`src/rtl/parking_pkg.sv`:
```
// Purpose: shared types and constants for the parking lot occupancy controller.
// Latency: n/a (declarations only).
// Backpressure: n/a.
//
// Contents:
//   DEFAULT_CAPACITY : lot capacity used when the top is not overridden
//   gate_state_t     : gate sequence decoder states (entry path A->AB->B, exit path B->BA->A)
package parking_pkg;

  localparam int DEFAULT_CAPACITY = 25;

  typedef enum logic [2:0] {
    IDLE   = 3'd0,
    ENT_A  = 3'd1,
    ENT_AB = 3'd2,
    ENT_B  = 3'd3,
    EXT_B  = 3'd4,
    EXT_BA = 3'd5,
    EXT_A  = 3'd6
  } gate_state_t;

endpackage

```
`src/rtl/bcd_updown_counter.sv`:
```
// Purpose: two-digit BCD up/down counter, no saturation (caller gates inc/dec).
// Latency: bcd updates on the rising edge where inc or dec is sampled high.
// Backpressure: none; inc and dec together (or neither) hold the count.
//
// Ports:
//   clk, reset_n : clock and asynchronous active-low reset (count -> 8'h00)
//   inc, dec     : single-cycle step requests
//   bcd[7:0]     : registered count, [7:4] tens, [3:0] ones
module bcd_updown_counter (
  input  logic       clk,
  input  logic       reset_n,
  input  logic       inc,
  input  logic       dec,
  output logic [7:0] bcd
);

  logic [7:0] bcd_q, bcd_d;

  always_comb begin
    bcd_d = bcd_q;
    if (inc && !dec) begin
      if (bcd_q[3:0] == 4'd9) begin
        bcd_d[3:0] = 4'd0;
        bcd_d[7:4] = (bcd_q[7:4] == 4'd9) ? 4'd0 : bcd_q[7:4] + 4'd1;
      end else begin
        bcd_d[3:0] = bcd_q[3:0] + 4'd1;
      end
    end else if (dec && !inc) begin
      if (bcd_q[3:0] == 4'd0) begin
        bcd_d[3:0] = 4'd9;
        bcd_d[7:4] = (bcd_q[7:4] == 4'd0) ? 4'd9 : bcd_q[7:4] - 4'd1;
      end else begin
        bcd_d[3:0] = bcd_q[3:0] - 4'd1;
      end
    end
  end

  always_ff @(posedge clk or negedge reset_n) begin
    if (!reset_n) begin
      bcd_q <= 8'h00;
    end else begin
      bcd_q <= bcd_d;
    end
  end

  assign bcd = bcd_q;

endmodule

```
`src/rtl/parking_lot_controller.sv`:
```
// Purpose: decodes gate photo-sensor sequences into car entries/exits and keeps a saturating BCD occupancy.
// Latency: sensor level reaches the FSM after 2 edges; count and pulses register on the 3rd edge.
// Backpressure: none; completions at full/empty are discarded and reported on reject_pulse.
//
// Ports:
//   clk, reset_n        : clock and asynchronous active-low reset
//   sensor_a, sensor_b  : outer / inner beam, 1 = blocked, asynchronous to clk
//   bcd[7:0]            : occupancy, [7:4] tens, [3:0] ones
//   full, empty         : count == CAPACITY / count == 0
//   enter_pulse, exit_pulse, reject_pulse : one-cycle event pulses
module parking_lot_controller
  import parking_pkg::*;
#(
  parameter int CAPACITY = DEFAULT_CAPACITY
) (
  input  logic       clk,
  input  logic       reset_n,
  input  logic       sensor_a,
  input  logic       sensor_b,
  output logic [7:0] bcd,
  output logic       full,
  output logic       empty,
  output logic       enter_pulse,
  output logic       exit_pulse,
  output logic       reject_pulse
);

  // Capacity expressed in the same BCD encoding as the count so full is a direct compare.
  localparam logic [7:0] CAP_BCD = 8'(((CAPACITY / 10) << 4) | (CAPACITY % 10));

  logic [1:0]  a_sync_q, a_sync_d;
  logic [1:0]  b_sync_q, b_sync_d;
  logic        a_s, b_s;
  logic [1:0]  ab;
  gate_state_t state_q, state_d;
  logic        entry_done, exit_done;
  logic        inc, dec;
  logic        enter_pulse_q, enter_pulse_d;
  logic        exit_pulse_q, exit_pulse_d;
  logic        reject_pulse_q, reject_pulse_d;

  // Two-flop synchronizers; bit 0 is the metastability stage.
  always_comb begin
    a_sync_d = {a_sync_q[0], sensor_a};
    b_sync_d = {b_sync_q[0], sensor_b};
  end

  assign a_s = a_sync_q[1];
  assign b_s = b_sync_q[1];
  assign ab  = {a_s, b_s};

  // Entry path walks A -> AB -> B -> clear; exit path is the mirror image.
  always_comb begin
    state_d    = state_q;
    entry_done = 1'b0;
    exit_done  = 1'b0;
    unique case (state_q)
      IDLE: begin
        if (ab == 2'b10)      state_d = ENT_A;
        else if (ab == 2'b01) state_d = EXT_B;
      end
      ENT_A: begin
        if (ab == 2'b11)      state_d = ENT_AB;
        else if (ab != 2'b10) state_d = IDLE;
      end
      ENT_AB: begin
        if (ab == 2'b01)      state_d = ENT_B;
        else if (ab == 2'b10) state_d = ENT_A;   // car backed up
        else if (ab == 2'b00) state_d = IDLE;
      end
      ENT_B: begin
        if (ab == 2'b00) begin
          state_d    = IDLE;
          entry_done = 1'b1;
        end else if (ab == 2'b11) begin
          state_d = ENT_AB;
        end else if (ab == 2'b10) begin
          state_d = IDLE;
        end
      end
      EXT_B: begin
        if (ab == 2'b11)      state_d = EXT_BA;
        else if (ab != 2'b01) state_d = IDLE;
      end
      EXT_BA: begin
        if (ab == 2'b10)      state_d = EXT_A;
        else if (ab == 2'b01) state_d = EXT_B;
        else if (ab == 2'b00) state_d = IDLE;
      end
      EXT_A: begin
        if (ab == 2'b00) begin
          state_d   = IDLE;
          exit_done = 1'b1;
        end else if (ab == 2'b11) begin
          state_d = EXT_BA;
        end else if (ab == 2'b01) begin
          state_d = IDLE;
        end
      end
      default: state_d = IDLE;
    endcase
  end

  // The count never exceeds CAPACITY, so "not full" is the same as count < CAPACITY.
  assign full  = (bcd == CAP_BCD);
  assign empty = (bcd == 8'h00);
  assign inc   = entry_done && !full;
  assign dec   = exit_done && !empty;

  always_comb begin
    enter_pulse_d  = inc;
    exit_pulse_d   = dec;
    reject_pulse_d = (entry_done && full) || (exit_done && empty);
  end

  always_ff @(posedge clk or negedge reset_n) begin
    if (!reset_n) begin
      a_sync_q       <= 2'b00;
      b_sync_q       <= 2'b00;
      state_q        <= IDLE;
      enter_pulse_q  <= 1'b0;
      exit_pulse_q   <= 1'b0;
      reject_pulse_q <= 1'b0;
    end else begin
      a_sync_q       <= a_sync_d;
      b_sync_q       <= b_sync_d;
      state_q        <= state_d;
      enter_pulse_q  <= enter_pulse_d;
      exit_pulse_q   <= exit_pulse_d;
      reject_pulse_q <= reject_pulse_d;
    end
  end

  bcd_updown_counter u_counter (
    .clk     (clk),
    .reset_n (reset_n),
    .inc     (inc),
    .dec     (dec),
    .bcd     (bcd)
  );

  assign enter_pulse  = enter_pulse_q;
  assign exit_pulse   = exit_pulse_q;
  assign reject_pulse = reject_pulse_q;

endmodule

```
`config.mk`:
```
export PLATFORM = sky130hd
export DESIGN_NAME = parking_lot_controller
export DESIGN_NICKNAME = d
export VERILOG_FILES = /design/src/rtl/parking_pkg.sv /design/src/rtl/bcd_updown_counter.sv /design/src/rtl/parking_lot_controller.sv
export SDC_FILE = /design/constraint.sdc
export NUM_CORES = 1
export LEC_CHECK = 0
export CAP_MARGIN = 30
export CORE_AREA = 2 2 57 59
export CTS_CLUSTER_DIAMETER = 40
export DETAILED_ROUTE_END_ITERATION = 12
export DIE_AREA = 0 0 59 61
export GPL_ROUTABILITY_DRIVEN = 0
export PLACE_DENSITY = 0.68
export SYNTH_ARGS = -nofsm -noshare
export SYNTH_HDL_FRONTEND = slang
export SYNTH_HIERARCHICAL = 1
export SYNTH_SLANG_ARGS = --single-unit
export TNS_END_PERCENT = 30
```
`constraint.sdc`:
```
create_clock -name clk -period 2.05 [get_ports clk]
set_input_delay 0.615 -clock clk [delete_from_list [all_inputs] [get_ports clk]]
set_output_delay 0.615 -clock clk [all_outputs]
set_load 0.05 [all_outputs]
```
==> results.md <==
- First-pass GRT wire length: 5260 µm
- Mapped cell area: 1290 µm²
- Hold Path Class: register to register
- Post-DRT Antenna Nets: 0
- Flops & latches, synth: 18
- EDFF count, synth: 0
- Reg2Reg Capture Point: u_counter/bcd[5]
- Fillers: 241
- R2r worst-path depth: 11
- TritonCTS Buffers: 3
- Tmin final: 2.17 ns
- Root buffer cell: clkbuf_4
- GRT Residual Overflow: 0
- PD cells: 1420 nW/µm²
- DRT Pass-1 Iters: 4
- VDD IR-drop max: 0.000765 V
- Final Worst Setup Slack: -0.122 ns
- Avg Inst Size Synth: 9.17 µm²
- Placed Cells: 211
- Worst-path cell with the longest stage delay: dfrtp_2
- Post-layout util: 63.3%
- Relative slew slack: 79.9%
- Critical Path AT: 2.40 ns
- Skew-Pair Late Insertion Delay: 0.30 ns
- Top FF cell, synth: dfrtp_1
- CP Launch Type: register
- Pleak: 0.835 nW
- Reg-to-reg slack, setup: -0.12 ns
- Hpwl dp: 2190 µm
- Core area: 2950 µm²
- Row cnt: 20
- Ys Warns: 6
- Synth cell types: 52
- Most frequent CP cell: nor3_4
- Slew Viols, Final: 0
- Reg2reg start: u_counter/bcd[4]
- Sequential element share of the synthesized area: 34.8%
- Die area: 3600 µm²
- Largest net degree at the start of global routing: 19
- CTS clock-pin slew for the worst setup and hold paths: 0.10 ns
- Slowest cell delay on critical path: 0.44 ns
- Antenna violations before repair: 0
- Share of the synthesized area in the top cell type: 34.8%
- Post-DR wirelength/cell: 14.4 µm
- Share of cells above drive strength 1: 44.1%
- Vias/cell: 5.55
- CP cell instances: nor3_4 > nand2_2 > nor4_4 > buf_4 > nor3_4 > inv_2 > ha_4 > nor3_4 > o21ai_4 > a211o_1 > nand2_1
- ANT cells: 0
- Htree depth: 1
- Failing checks: negative setup slack
- Max-Cap Viols: 0
- Area growth from synthesis to layout: 44.5%
- Worst-path fanout max: 6
- TritonCTS clock tree: done
- Final hold vios: 0
- Hold endpoint: a_sync_q[1]
- Fmax: 461 MHz
- Hold depth: 0
- Setup tns final: -0.636 ns
- Async SR Flop Fraction: 100%
- Post-CTS Hold Buffers: 0
- Skew final: 0.00747 ns
- GRT Util Overall: 19.0%
- Yosys top cell by area: dfrtp_1
- Die width: 59 µm
- Clk buf depth: 2
- Setup crit end kind: register
- Setup CP Type: register to register
- Crit share post-route: 106%
- Post-Layout Cell Count: 219
- Worst slew pin tran: 0.299 ns
- Number of global-route vias before repair: 1103
- Syn nets: 152
- WP data required: 2.28 ns
- Nets@finish: 198
- Port Buffer Count: 16
- Status: complete, but fails checks
- Die height: 61 µm
- Final setup viols: 8
- Ranking of synthesized cells by area: dfrtp_1, ha_1, o21ai_0
- Post-Synthesis Cells: 141
- Final Hold Slack: 0.357 ns
- PnR Total Power: 2.65 mW
- Vias: 1215
- RSZ-0062 raised after global routing: yes
- # DRC: 0
- Initial Util: 43.8%
- WL final: 3150 µm
- IO Count: 17
- Clock sink count: 18
- Hold Path Origin: a_sync_q[0]
- Iteration-0 DRC Markers: 35
- CP Launch Point: u_counter/bcd[4]
[cell usage after synthesis, drive strengths merged (4+ instances only)]
master / number
and3: 4
buf: 7
dfrtp: 18
ha: 7
inv: 8
nand2: 8
nand2b: 4
nand3: 7
nor2: 14
nor3: 7
nor4: 4
o21ai: 14
xnor2: 4
[logic make-up after synthesis]
logic type | synth area share (%)
simple gates | 26.6
compound gates | 17.4
buf+inv | 8.61
flops | 34.8
fa+ha+maj | 6.78
xor+xnor | 4.07
mux | 1.65
[through the flow]
stage | setup WS, ns | area [µm²]
2_1_floorplan | -0.662 | 1340
3_3_place_gp | -0.0557 | 1710
3_5_place_dp | -0.130 | 1710
4_1_cts | -0.101 | 1810
5_1_grt | -0.271 | 1870
6_report | -0.122 | 1870
[critical path, delay by kind of cell, from the launching register on]
kind,cells,cell delay [ns]
adder cells (fa/ha/maj),1,0.20
flip-flops,1,0.44
AND/OR/NAND/NOR,6,0.81
AO/OA/AOI/OAI,2,0.42
buffers and inverters,2,0.24
[layout by cell type (no fill, tap or decap), drive strengths merged, types with 2 or more instances in the layout]
cell | synthesis | routed
a211oi | 2 | 2
o211ai | 3 | 3
ha | 7 | 7
nor3 | 7 | 7
nor4 | 4 | 4
o31ai | 2 | 2
clkbuf | 3 | 4
dfrtp | 18 | 18
nand3 | 7 | 7
inv | 8 | 8
buf | 7 | 48
nand4b | 2 | 2
nor2 | 14 | 14
xnor2 | 4 | 4
nand2 | 8 | 8
o21ai | 14 | 14
clkdlybuf4s50 | 0 | 3
and3 | 4 | 4
xor2 | 2 | 2
nand2b | 4 | 4
a211o | 2 | 2
[worst max path at each step]
stage / to / slack [ns] / depth (start not counted)
2_1_floorplan: u_counter/bcd[5] / -0.66 / 11
3_3_place_gp: u_counter/bcd[5] / -0.06 / 9
3_5_place_dp: u_counter/bcd[6] / -0.13 / 9
4_1_cts: u_counter/bcd[5] / -0.10 / 11
5_1_grt: u_counter/bcd[5] / -0.27 / 11
6_report: u_counter/bcd[5] / -0.12 / 11
[metal layers]
layer,wire length [µm],vias up,part of all wire [%],track usage [%]
li1,-,598,-,-
met1,1460,582,46,27.2
met2,1540,33,49,30.3
met3,140,2,4.4,4.05
met4,10,0,0.32,2.60
met5,0,-,0,0
[flip-flops by register name (all words and copies together) (netlist names)]
signal,flops
u_counter/bcd,8
state_q,3
b_sync_q,2
a_sync_q,2
enter_pulse,1
reject_pulse,1
exit_pulse,1
[layout make-up]
cell class / instances / area, µm² / share of cell area, %
Sequential cell: 18 / 459 / 24.6
Timing Repair Buffer: 51 / 464 / 24.8
Inverter: 8 / 30.0 / 1.61
Clock buffer: 4 / 36.3 / 1.94
Tap cell: 33 / 41.3 / 2.21
Multi-Input combinational cell: 105 / 837 / 44.8
[what timing repair did]
action                                 CTS  global route
setup endpoints to repair                8            10
resized for setup                        9            11
setup buffers                            2             2
pin swaps                                6             3
endpoints found under the hold margin    0             0
[where the power goes]
| part | internal, mW | switching (mW) | total, mW |
|---|---|---|---|
| clock network | 0.108 | 0.113 | 0.221 |
| logic | 0.851 | 1.03 | 1.89 |
| registers | 0.455 | 0.0848 | 0.540 |
Note: power is estimated with default switching activity, not from simulation.
